## src/rtl/multi_timer.sv

```systemverilog
// multi_timer: NUM_CH programmable down-counting timer channels with a shared write-1-to-clear STATUS register
module multi_timer #(
  parameter int          NUM_CH    = 2,
  parameter int          CNT_W     = 32,
  parameter logic [31:0] BASE_ADDR = 32'h0000_7F00
) (
  input  logic              clk,
  input  logic              reset,
  input  logic [31:0]       addr,
  input  logic [31:0]       wdata,
  input  logic              we,
  output logic [31:0]       rdata,
  output logic [NUM_CH-1:0] irq_vec,
  output logic              irq
);
  localparam logic [31:0] STATUS_ADDR = BASE_ADDR + 32'(16 * NUM_CH);
  logic [NUM_CH-1:0] en, im, expire, pending;
  logic [1:0]        mode   [NUM_CH];
  logic [CNT_W-1:0]  preset [NUM_CH];
  logic [CNT_W-1:0]  count  [NUM_CH];
  genvar c;
  for (c = 0; c < NUM_CH; c++) begin : g_ch
    localparam logic [31:0] A = BASE_ADDR + 32'(16 * c);
    logic             ctrl_wr, preset_wr, run, en_r, im_r;
    logic [1:0]       mode_r;
    logic [CNT_W-1:0] preset_r, count_r;
    assign ctrl_wr   = we && addr == A;
    assign preset_wr = we && addr == A + 32'd4;
    // a register write to this channel suppresses its FSM step, including expiry
    assign expire[c] = !ctrl_wr && !preset_wr && run && en_r && count_r <= CNT_W'(1);
    assign en[c]     = en_r;
    assign im[c]     = im_r;
    assign mode[c]   = mode_r;
    assign preset[c] = preset_r;
    assign count[c]  = count_r;
    always_ff @(posedge clk) begin
      if (reset) begin
        en_r     <= 1'b0;
        im_r     <= 1'b0;
        mode_r   <= 2'b00;
        run      <= 1'b0;
        preset_r <= '0;
        count_r  <= '0;
      end else if (ctrl_wr) begin
        en_r   <= wdata[0];
        mode_r <= wdata[2:1];
        im_r   <= wdata[3];
        run    <= 1'b0;
      end else if (preset_wr) begin
        preset_r <= wdata[CNT_W-1:0];
      end else if (!run) begin
        if (en_r) begin
          count_r <= preset_r;
          run     <= 1'b1;
        end
      end else if (!en_r) begin
        run <= 1'b0;
      end else if (count_r > CNT_W'(1)) begin
        count_r <= count_r - CNT_W'(1);
      end else if (mode_r == 2'b01) begin
        count_r <= preset_r;
      end else begin
        count_r <= '0;
        en_r    <= 1'b0;
        run     <= 1'b0;
      end
    end
  end
  // expiry is ORed in after the clear so a same-edge set wins
  always_ff @(posedge clk) begin
    if (reset) pending <= '0;
    else pending <= (pending & ~((we && addr == STATUS_ADDR) ? wdata[NUM_CH-1:0] : '0)) | expire;
  end
  always_comb begin
    rdata = '0;
    for (int i = 0; i < NUM_CH; i++) begin
      if (addr == BASE_ADDR + 32'(16 * i)) rdata = {28'd0, im[i], mode[i], en[i]};
      if (addr == BASE_ADDR + 32'(16 * i) + 32'd4) rdata = 32'(preset[i]);
      if (addr == BASE_ADDR + 32'(16 * i) + 32'd8) rdata = 32'(count[i]);
    end
    if (addr == STATUS_ADDR) rdata = 32'(pending);
  end
  assign irq_vec = pending & im;
  assign irq     = |irq_vec;
endmodule

```

## config.mk

```make
export PLATFORM = sky130hd
export DESIGN_NAME = multi_timer
export DESIGN_NICKNAME = d
export VERILOG_FILES = /design/src/rtl/multi_timer.sv
export SDC_FILE = /design/constraint.sdc
export NUM_CORES = 1
export LEC_CHECK = 0
export ABC_AREA = 1
export CAP_MARGIN = 0
export CORE_ASPECT_RATIO = 0.75
export CORE_MARGIN = 3
export CORE_UTILIZATION = 50
export CTS_CLUSTER_SIZE = 12
export DETAILED_ROUTE_END_ITERATION = 7
export PLACE_DENSITY = 0.81
export REMOVE_ABC_BUFFERS = 1
export SYNTH_ARGS = -nofsm -noshare
export SYNTH_HDL_FRONTEND = slang
export SYNTH_SLANG_ARGS = --single-unit
```

## constraint.sdc

```tcl
create_clock -name clk -period 2.5 [get_ports clk]
set_clock_uncertainty 0.2 [all_clocks]
set_input_delay 0.5 -clock clk [delete_from_list [all_inputs] [get_ports clk]]
set_output_delay 0.5 -clock clk [all_outputs]
set_load 0.01 [all_outputs]
```

==> flow_metrics.env, run 1 <==
export IMPL_vias=11730
export IMPL_dp_hpwl_um=24910
export IMPL_nNetsFinal=1810
export IMPL_initial_core_util=0.5122
export IMPL_grt_pass1_vias=10770
export IMPL_crit_type="in -> out"
export IMPL_ios=102
export IMPL_yosysWarnings=0
export IMPL_drc=0
export IMPL_fillers=1563
export IMPL_rsz0062_at_grt="true"
export IMPL_setup_viol=32
export IMPL_synthDistinctLibCells=40
export IMPL_synth_cells=1563
export IMPL_drv_cap=0
export IMPL_yosys_area_top_type="dfxtp_1"
export IMPL_dieArea_um2=20720
export IMPL_worst_pin_slew_ps=633.1
export IMPL_antenna_found_initial=1
export IMPL_drt_pass1_iter_count=7
export IMPL_timing_rr_start="g_ch[1].count_r[7]$_SDFFE_PP0P_"
export IMPL_clk_insertion_delay_late_ps=440
export IMPL_worstPathArrival_ps=2180
export IMPL_synth_commonest_cells="nand2_1, nor2_1, inv_1"
export IMPL_fmax_mhz=347.7
export IMPL_clockBufferDepth=2
export IMPL_crit_path_end_kind="primary output"
export IMPL_status="finished with violations"
export IMPL_worst_ep_required_time_ps=1800
export IMPL_synth_area_um2=9508
export IMPL_period_share=1.150
export IMPL_p_per_area_nw_per_um2=420.3
export IMPL_grt_max_degree=71
export IMPL_ant_nets=0
export IMPL_diodes=0
export IMPL_seq_area_frac_synth=0.2948
export IMPL_worst_hold_startpoint="g_ch[1].count_r[1]$_SDFFE_PP0P_"
export IMPL_synth_area_leaders="dfxtp_1, nand2_1, nor2_1"
export IMPL_slew_violations=0
export IMPL_fin_crit_ps=2876
export IMPL_synth_seq_cells=140
export IMPL_synth_edf_count=0
export IMPL_path_clk_slew_ps=70
export IMPL_utilization=0.6920
export IMPL_die_h_um=125.4
export IMPL_register_area_um2=2803
export IMPL_final_setup_worst_slack_ps=-376.1
export IMPL_cts_root_buf="clkbuf_16"
export IMPL_h_tree_depth=4
export IMPL_setup_tns_ps=-9075
export IMPL_cp_max_fo=6
export IMPL_rows=43
export IMPL_grt_use_total=0.3462
export IMPL_drive_gt1_frac=0.2289
export IMPL_wl_per_cell_um=18.67
export IMPL_cts_made_buffers=17
export IMPL_wl_um=37320
export IMPL_p_leak_nw=5.754
export IMPL_overflow=0
export IMPL_area_delta_synth_final_pct=35.10
export IMPL_synth_top_area_frac=0.2948
export IMPL_drtIter0Drc=1756
export IMPL_die_x_um=165.2
export IMPL_numClockSinks=140
export IMPL_startpoint="addr[28]"
export IMPL_hold_viol=0
export IMPL_cts_tree="built"
export IMPL_min_path_type="reg -> reg"
export IMPL_critPathLaunchType="input port"
export IMPL_cts_hold_fix_buffers=0
export IMPL_grt_pass1_wl_um=56220
export IMPL_async_reset_ff_frac=0
export IMPL_multi_input_area_um2=6137
export IMPL_synthFlopType="dfxtp_1"
export IMPL_synth_area_per_cell_um2=6.083
export IMPL_ir_drop_uv=391.4
export IMPL_violations="negative setup slack"
export IMPL_core_um2=18560
export IMPL_avgViaCountPerCell=5.865
export IMPL_gp_congestion=1.007
export IMPL_relSlewSlack=0.5775
export IMPL_yosys_cell_count_top_type="nand2_1"
export IMPL_io_buffers=101
==> report_power, final <==
part	leakage, nW	total [mW]	switching [mW]	internal (mW)
registers	1.13	2.23	0.000000000604	2.23
logic	4.31	0.243	0.127	0.116
clock network	0.322	2.93	1.13	1.80
total	5.75	5.40	1.26	4.14
==> sequential cells by signal (all words and copies together) (netlist names) <==
| signal | flops |
|---|---|
| g_ch.count_r | 64 |
| g_ch.en_r | 2 |
| g_ch.im_r | 2 |
| g_ch.mode_r | 4 |
| g_ch.preset_r | 64 |
| g_ch.run | 2 |
| pending | 2 |
==> cell type report <==
cell class | instances | area share
inverter | 205 | 0.06108
clock buffer | 17 | 0.03312
clock inverter | 15 | 0.01822
tap | 247 | 0.02406
timing repair buffer | 230 | 0.1675
sequential | 140 | 0.2182
multi-input combinational | 1145 | 0.4778
==> layer usage <==
metal / global-route usage / share of wire / up-vias
met5: 0 / 0 / -
met4: 0.1420 / 0.041 / 0
met3: 0.08148 / 0.12 / 133
met2: 0.5379 / 0.44 / 836
met1: 0.4610 / 0.39 / 5340
li1: - / - / 5416
==> worst paths after layout <==
check,endpoint,cells past startpoint,slack (ps)
worst max-delay path,rdata[30],14,-380
worst min-delay path,g_ch[1].count_r[1]$_SDFFE_PP0P_,2,270
worst max register to register,g_ch[1].count_r[29]$_SDFFE_PP0P_,10,130
worst min register to register,g_ch[1].count_r[1]$_SDFFE_PP0P_,2,270
==> placed cells by master, fill, tap and decap left out, types with 4 or more instances in the layout <==
cell and instances:
clkdlybuf4s15_1 6, buf_16 5, a21oi_1 145, dfxtp_1 140
nor2_4 20, nand4_1 19, clkdlybuf4s50_1 36, clkbuf_16 19
inv_6 5, a211oi_2 14, o22ai_4 11, nand3_2 10
bufinv_16 5, inv_2 17, a21oi_2 20, nand2_1 313
nor2_2 26, o21ai_2 11, o21ai_1 22, buf_2 49
o21ai_0 116, nor2_1 223, nand2_2 18, buf_4 86
nand2_8 4, xnor2_1 7, xor2_1 21, o22ai_2 16
inv_1 184, buf_12 16, buf_6 28, nand3_1 99
==> worst max-delay path: stages <==
cell	delay [ps]
buf_6	90
nor2_4	110
nand2_2	70
nor2_4	120
nand3_4	130
nor2_4	150
buf_12	130
nand2_8	80
buf_12	160
buf_6	130
o22ai_4	110
inv_1	70
a21oi_2	160
buf_2	160
==> cell families after synthesis <==
| family | after synthesis | synth area share |
|---|---|---|
| simple gates | 748 | 0.3422 |
| compound gates | 365 | 0.2087 |
| buf+inv | 278 | 0.1233 |
| flops | 140 | 0.2948 |
| xor+xnor | 28 | 0.02579 |
| fa+ha+maj | 4 | 0.005264 |
==> repair_timing <==
| item | CTS | global route |
|---|---|---|
| gates resized for setup | 345 | 74 |
| setup endpoints to repair | 39 | 70 |
| pin swaps | 37 | 31 |
| cloned | 5 | 2 |
| setup buffers | 26 | 12 |
==> stage by stage <==
step	worst slack, ps	std cells	power (mW)	hold WS [ps]	instance area, um2
after CTS	-374.0	1985	5.368	268.2	12440
after floorplan	-1291	1490	2.326	239.3	9105
after global routing	-440.8	1999	5.486	289.1	12840
after global placement	-1107	1922	2.504	250.5	11210
final	-376.1	1999	5.399	270.3	12840
after detailed placement	-1117	1922	2.506	259.1	11210
(Power assumes the default switching activity.)
==> run 2, diff against run 1 <==
CAP_MARGIN = 5   (was 0)
==> results of run 2 <==
The final DEF is identical to that of run 1; final timing and power are the same.
